$ cat config.mk
export PLATFORM = sky130hd
export DESIGN_NAME = imem_fetch_arbiter
export DESIGN_NICKNAME = d
export VERILOG_FILES = /design/src/rtl/imem_fetch_arbiter.sv
export SDC_FILE = /design/constraint.sdc
export NUM_CORES = 1
export LEC_CHECK = 0
export CAP_MARGIN = 20
export CORE_ASPECT_RATIO = 1.25
export CORE_MARGIN = 4
export CORE_UTILIZATION = 24
export CTS_BUF_LIST = sky130_fd_sc_hd__clkbuf_8
export CTS_CLUSTER_SIZE = 28
export DETAILED_ROUTE_END_ITERATION = 16
export HOLD_SLACK_MARGIN = 0.03
export MAX_ROUTING_LAYER = met4
export PLACE_DENSITY = 0.84
export SLEW_MARGIN = 20
export SYNTH_ARGS = -nofsm -noshare
export SYNTH_HDL_FRONTEND = slang
export SYNTH_SLANG_ARGS = --single-unit
$ cat constraint.sdc
create_clock -name clk -period 2.45 [get_ports clk]
set_input_delay 0.245 -clock clk [delete_from_list [all_inputs] [get_ports clk]]
set_output_delay 0.245 -clock clk [all_outputs]
set_load 0.02 [all_outputs]
$ cat src/rtl/imem_fetch_arbiter.sv
// Arbitrates the single-port instruction BRAM between fetch and debug readers.
// It tracks the owner of each in-flight read and routes the returned data back to that owner.
module imem_fetch_arbiter #(
    parameter int ADDR_W       = 8,
    parameter int DATA_W       = 32,
    parameter int RD_LAT       = 1,
    parameter int DBG_MAX_WAIT = 4
) (
    input  logic              clk,
    input  logic              rst,
    input  logic              f_req,
    input  logic [ADDR_W-1:0] f_addr,
    input  logic              f_flush,
    output logic              f_gnt,
    output logic              f_rvalid,
    output logic [DATA_W-1:0] f_rdata,
    input  logic              d_req,
    input  logic [ADDR_W-1:0] d_addr,
    output logic              d_gnt,
    output logic              d_rvalid,
    output logic [DATA_W-1:0] d_rdata,
    output logic              mem_en,
    output logic [ADDR_W-1:0] mem_addr,
    input  logic [DATA_W-1:0] mem_rdata
);

    localparam int WAIT_W = (DBG_MAX_WAIT < 1) ? 1 : $clog2(DBG_MAX_WAIT + 1);
    localparam logic [WAIT_W-1:0] WAIT_MAX = WAIT_W'(DBG_MAX_WAIT);

    logic [WAIT_W-1:0] d_wait;
    logic              starved;
    logic [RD_LAT-1:0] pipe_valid;
    logic [RD_LAT-1:0] pipe_dbg;
    logic [RD_LAT-1:0] pipe_live;

    // With DBG_MAX_WAIT of zero the counter never leaves zero, so debug always wins.
    always_comb begin
        starved = d_req && (d_wait == WAIT_MAX);
        f_gnt   = 1'b0;
        d_gnt   = 1'b0;
        if (!rst) begin
            if (starved)    d_gnt = 1'b1;
            else if (f_req) f_gnt = 1'b1;
            else if (d_req) d_gnt = 1'b1;
        end
        mem_en   = f_gnt | d_gnt;
        mem_addr = d_gnt ? d_addr : f_addr;
    end

    always_ff @(posedge clk or posedge rst) begin
        if (rst) begin
            d_wait <= '0;
        end else if (d_req && !d_gnt) begin
            if (d_wait != WAIT_MAX) d_wait <= d_wait + 1'b1;
        end else begin
            d_wait <= '0;
        end
    end

    // A flush kills older fetch entries. This includes the one returning in the same cycle.
    always_comb begin
        pipe_live = pipe_valid & ~(f_flush ? ~pipe_dbg : '0);
    end

    always_ff @(posedge clk or posedge rst) begin
        if (rst) begin
            pipe_valid <= '0;
            pipe_dbg   <= '0;
        end else begin
            pipe_valid[0] <= mem_en;
            pipe_dbg[0]   <= d_gnt;
            for (int i = 1; i < RD_LAT; i++) begin
                pipe_valid[i] <= pipe_live[i-1];
                pipe_dbg[i]   <= pipe_dbg[i-1];
            end
        end
    end

    always_comb begin
        f_rvalid = pipe_live[RD_LAT-1] && !pipe_dbg[RD_LAT-1];
        d_rvalid = pipe_valid[RD_LAT-1] && pipe_dbg[RD_LAT-1];
        f_rdata  = mem_rdata;
        d_rdata  = mem_rdata;
    end

endmodule

==> metrics <==
static leakage=0.3319 nW; post-route minimum period=approximately 2.3 ns; synthesis-to-layout area growth=-4.678%; MaxCap Viol Count=0; Clock Skew=0.0006789 ns; share of cells above drive strength 1=0.2105; Worst slew margin=0.8286; CTS H-tree depth=1; Fin. Hold Viols=0; Synth Cell Area=855.8 um^2; critical path type=register to primary output; critical path buffer and inverter count=3; PortBufs=33; HPWL Detailed=1.394 mm; Die X=61.41 um; vias in the first global route=591; max-slew violations=0; Routability Congestion=between 0.8 and 0.9; syn nets=between 150 and 200; post-route setup TNS=0 ns; RSZ-0062 raised after global routing=false; Max VDD drop=0.2510 mV; crit end category=primary output; core area=3453 um^2; Fmax=roughly 430 MHz; setup ws final=0.1177 ns; Netlist cell types=20; Non-Filler Instances=about 120; global-route wire length before repair=about 2.5 mm; Post-synth EDFFs=0; crit-path cells=inv_1 > ha_2 > nand2_2 > a211oi_4 > buf_12 > mux2_2 > dlygate4sd2_1; Die Ht=roughly 75 um; Finished Core Util=0.2362; Async S/R FF share, synth=1.000; post-DR wirelength/cell=14.63 um; worst-path fanout max=11; CTS clk-pin slew, worst paths=0.03 ns; routed wire length=approximately 1.7 mm; Initial Util=0.2478; Post-CTS Hold Buffers=0; antenna cell count=0; largest net degree at the start of global routing=12; Clock Tree Buf Depth=2; Worst Hold Class=input pin to primary output; total power=about 0.36 mW; Synth Flop Type=dfrtp_1; Synth area leaders=buf_4 56%, dfrtp_1 15%, mux2_2 11%; placed cell area=778.2 um^2; post-synthesis sequential area ratio=0.1462; clock sinks=5; actual slew at the worst max-slew pin=0.2553 ns; cell area power density=437.8 nW/um^2; yosys warns=0; family with the most delay on the worst path=buffers and inverters; worst hold slack=0.4900 ns; # setup viols final=0; Vias=510; first-iteration detailed-routing DRC count=17; #FFs+latches synth=5; post-route cell area=815.8 um^2; Overflow after GRT=0; die area=approximately 4600 um^2; Arr. time, crit path=2.09 ns; outcome=completed; Ports=130; initial antenna violation count=0; DRC viols=0; most used standard cell by instance count after synthesis=buf_4; Post-synth top cells=64 x buf_4, 8 x mux2_2, 5 x dfrtp_1, 5 x inv_1; post-CTS setup buffer count=0; worst skew pair latency=0.22 ns; Total GRT Usage=0.07956; CP max stage cell=dfrtp_1; Placed Instances=111; final net count=132; syn avg cell area=approximately 8.4 um^2; top-area cell type share of the netlist area=0.5614; Vias/cell=4.435; Final ANT Viol Nets=0; clock root cell=clkbuf_8; TritonRoute pass-1 iters=2; TritonCTS Buffers=3; area leader, netlist=buf_4; Site Rows=24; CTS tree=yes; crit start category=register; crit share post-route=0.9520; Post-Synthesis Cells=around 100; critical path required time=2.20 ns; Crit path largest cell delay=between 0.3 and 0.4 ns; filler instances=371; pre-CTS setup slack=around 0.064 ns
==> layer usage <==
layer | global-route usage | up-vias | wire (um)
met5 | - | - | 0
met4 | 0.1368 | 0 | 223
met3 | 0.04460 | 43 | 401
met2 | 0.09529 | 51 | 605
met1 | 0.06179 | 201 | 452
li1 | - | 215 | -
==> placed cells by master (no fill, tap or decap), drive strengths merged <==
master,count
nor2,1
a31oi,1
dlygate4sd2,8
nor3,1
inv,6
a311oi,1
and2,1
o211ai,1
o21ai,1
mux2,8
a21oi,2
dfrtp,5
clkdlybuf4s50,25
nor3b,1
nand3,2
buf,2
nand2,2
clkbuf,3
a211oi,1
ha,2
nand4,2
==> repair_timing <==
item	4_1_cts	5_1_grt
resized for setup	8	1
endpoints found under the setup margin	8	9
gates cloned	0	0
pin swaps	0	1
==> where the power goes <==
part / switching, mW / internal (mW)
sequential: 0.00479 / 0.0889
combinational: 0.0496 / 0.0658
clock: 0.0407 / 0.107
==> final timing paths <==
| path | startpoint | cells after the start | endpoint | slack, ns |
|---|---|---|---|---|
| hold reg to reg | d_wait[0] | 2 | d_wait[0] | 0.57 |
| setup / recovery | d_wait[0] | 7 | mem_addr[5] | 0.12 |
| hold / removal | mem_rdata[8] | 0 | d_rdata[8] | 0.49 |
| min in group asynchronous | rst | 3 | d_wait[0] | 0.50 |
| max in group asynchronous | rst | 3 | pipe_dbg | 1.77 |
| setup reg to reg | d_wait[0] | 6 | d_wait[2] | 1.07 |
==> area by class of cell <==
cell class / instances / area, um^2 / area share
clock inverters: 1 / 3.754 / 0.004601
flip-flops and latches: 5 / 125.1 / 0.1534
clock buffers: 3 / 41.29 / 0.05061
multi-input cells: 27 / 230.2 / 0.2822
well taps: 39 / 48.80 / 0.05982
repair buffers: 35 / 347.8 / 0.4264
inverters: 5 / 18.77 / 0.02301
==> flip-flops by register name, summed over array words and instances, names as in the netlist <==
signal / count
d_wait: 3
pipe_dbg: 1
pipe_valid: 1
==> logic make-up after synthesis <==
family | after synthesis | share of synthesized area
AO/OA/AOI/OAI | 7 | 0.06726
multiplexers | 8 | 0.1053
buffers and inverters | 70 | 0.5877
adder cells (fa/ha/maj) | 2 | 0.02924
flip-flops | 5 | 0.1462
AND/OR/NAND/NOR | 10 | 0.06432
Power figures use the tool's default switching activity.
==> RTL edit, RTL diff (same flow settings) <==
Change the parameter `ADDR_W` from 8 to 9.
--- a/src/rtl/imem_fetch_arbiter.sv
+++ b/src/rtl/imem_fetch_arbiter.sv
@@ -1,7 +1,7 @@
 // Arbitrates the single-port instruction BRAM between fetch and debug readers.
 // It tracks the owner of each in-flight read and routes the returned data back to that owner.
 module imem_fetch_arbiter #(
-    parameter int ADDR_W       = 8,
+    parameter int ADDR_W       = 9,
     parameter int DATA_W       = 32,
     parameter int RD_LAT       = 1,
     parameter int DBG_MAX_WAIT = 4
Ports: changed (resized d_addr, f_addr and mem_addr); port bits go from 130 to 133. No check against the original RTL was run, so the function may have changed too.
==> RTL edit against the original RTL <==
Critical path depth is the same. Via count fell by 5.5%. Cell count up 4.3%. Worst setup slack got worse by 0.023 ns. Sequential cell count unchanged. First-iteration DRC count shrank 35%. Area after synthesis rose by 6.3%. Sequential power grew 0.4%. Wire length fell by 2.0%. Total power is 4.9% higher. Final area rose by 9.2%. Combinational power is 17% higher. Count of clock-buffer cells in the layout stayed put.
==> RTL edit: results (changes against the original RTL) <==
<table>
<tr><th>Metric</th><th>Value</th></tr>
<tr><th colspan="2">Drt</th></tr>
<tr><td>Detailed-routed wire length on met2</td><td>811 um (was 605 um)</td></tr>
<tr><td>Routed metal-1 wire length</td><td>568 um (was 452 um)</td></tr>
<tr><td>Met3 layer wire length in the routed design</td><td>162 um (was 401 um)</td></tr>
<tr><td>Detailed Route WL</td><td>1650 um (was 1680 um)</td></tr>
<tr><td>Total number of vias</td><td>482 (was 510)</td></tr>
<tr><th colspan="2">Pwr</th></tr>
<tr><td>Combinational group share of total power</td><td>35.9% (was 32.3%)</td></tr>
<tr><td>Internal</td><td>274 uW (was 262 uW)</td></tr>
<tr><td>Maximum ir drop on the vdd rail</td><td>251 uV (about the same)</td></tr>
<tr><td>Leakage dissipation</td><td>0.382 nW (was 0.332 nW)</td></tr>
<tr><th colspan="2">Global routing</th></tr>
<tr><td>Met2 GRT Util</td><td>10.0% (was 9.53%)</td></tr>
<tr><td>Total track usage</td><td>7.00% (was 7.96%)</td></tr>
<tr><td>First-pass GRT wire length</td><td>2660 um (was 2510 um)</td></tr>
<tr><th colspan="2">Critical path</th></tr>
<tr><td>Maximum fanout encountered on the critical timing path</td><td>12 (was 11)</td></tr>
<tr><td>Arr. time, crit path</td><td>2.11 ns (was 2.09 ns)</td></tr>
<tr><td>Worst setup path endpoint</td><td>mem_addr[8] (was mem_addr[5])</td></tr>
<tr><th colspan="2">Yosys</th></tr>
<tr><td>Post-synthesis cell type count</td><td>22 (was 20)</td></tr>
<tr><td>Top cells by instance count after synthesis</td><td>buf_4 (64), mux2_4 (8), dfrtp_1 (5), inv_1 (5) (was buf_4 (64), mux2_2 (8), dfrtp_1 (5), inv_1 (5))</td></tr>
<tr><td>Synth top area cells</td><td>buf_4 (53%), dfrtp_1 (14%), mux2_4 (13%) (was buf_4 (56%), dfrtp_1 (15%), mux2_2 (11%))</td></tr>
<tr><td>Synthesized area divided by synthesized cell count</td><td>8.75 um^2 (was 8.39 um^2)</td></tr>
<tr><td>Part of the Yosys area used for sequential elements</td><td>13.8% (was 14.6%)</td></tr>
<tr><th colspan="2">Status</th></tr>
<tr><td>Run status</td><td>finished, final reports clean (unchanged)</td></tr>
<tr><th colspan="2">Placed design</th></tr>
<tr><td>Post-placement setup slack</td><td>0.0938 ns (was 0.0639 ns)</td></tr>
<tr><td>I/O Buffers</td><td>36 (was 33)</td></tr>
<tr><th colspan="2">Hold path</th></tr>
<tr><td>Worst Hold Path EP</td><td>d_rdata[14] (was d_rdata[8])</td></tr>
<tr><td>Source of the worst hold timing path</td><td>mem_rdata[14] (was mem_rdata[8])</td></tr>
<tr><th colspan="2">CTS</th></tr>
<tr><td>CTS-repair resized insts</td><td>9 (was 8)</td></tr>
<tr><th colspan="2">Layout</th></tr>
<tr><td>Share of final-layout standard cells stronger than drive strength 1</td><td>21.0% (was 21.1%)</td></tr>
</table>
==> RTL edit: cell count changes in the layout (fill, tap and decap cells not counted), sizes merged <==
cell           delta
buf               +1
clkdlybuf4s50     +2
dlygate4sd2       +1
mux2              +1
==> RTL edit: cell type report <==
| cell class | instances | area share (%) |
|---|---|---|
| Multi-Input combinational cell | 28 | 30.2 |
| Clock inverter | 1 | 0.421 |
| Timing Repair Buffer | 39 | 43.1 |
| Clock buffer | 3 | 4.63 |
| Sequential cell | 5 | 14.0 |
| Tap cell | 39 | 5.48 |
| Inverter | 5 | 2.11 |
==> RTL edit: kinds of logic (layout without fill, tap and decap cells) <==
kind of cell             Yosys count  in the layout  synth area share [%]
flip-flops                         5              5                  13.8
adder cells (fa/ha/maj)            2              2                  2.75
AND/OR/NAND/NOR                   10             10                  6.05
multiplexers                       9              9                  14.4
buffers and inverters             71             48                  56.7
AO/OA/AOI/OAI                      7              7                  6.33
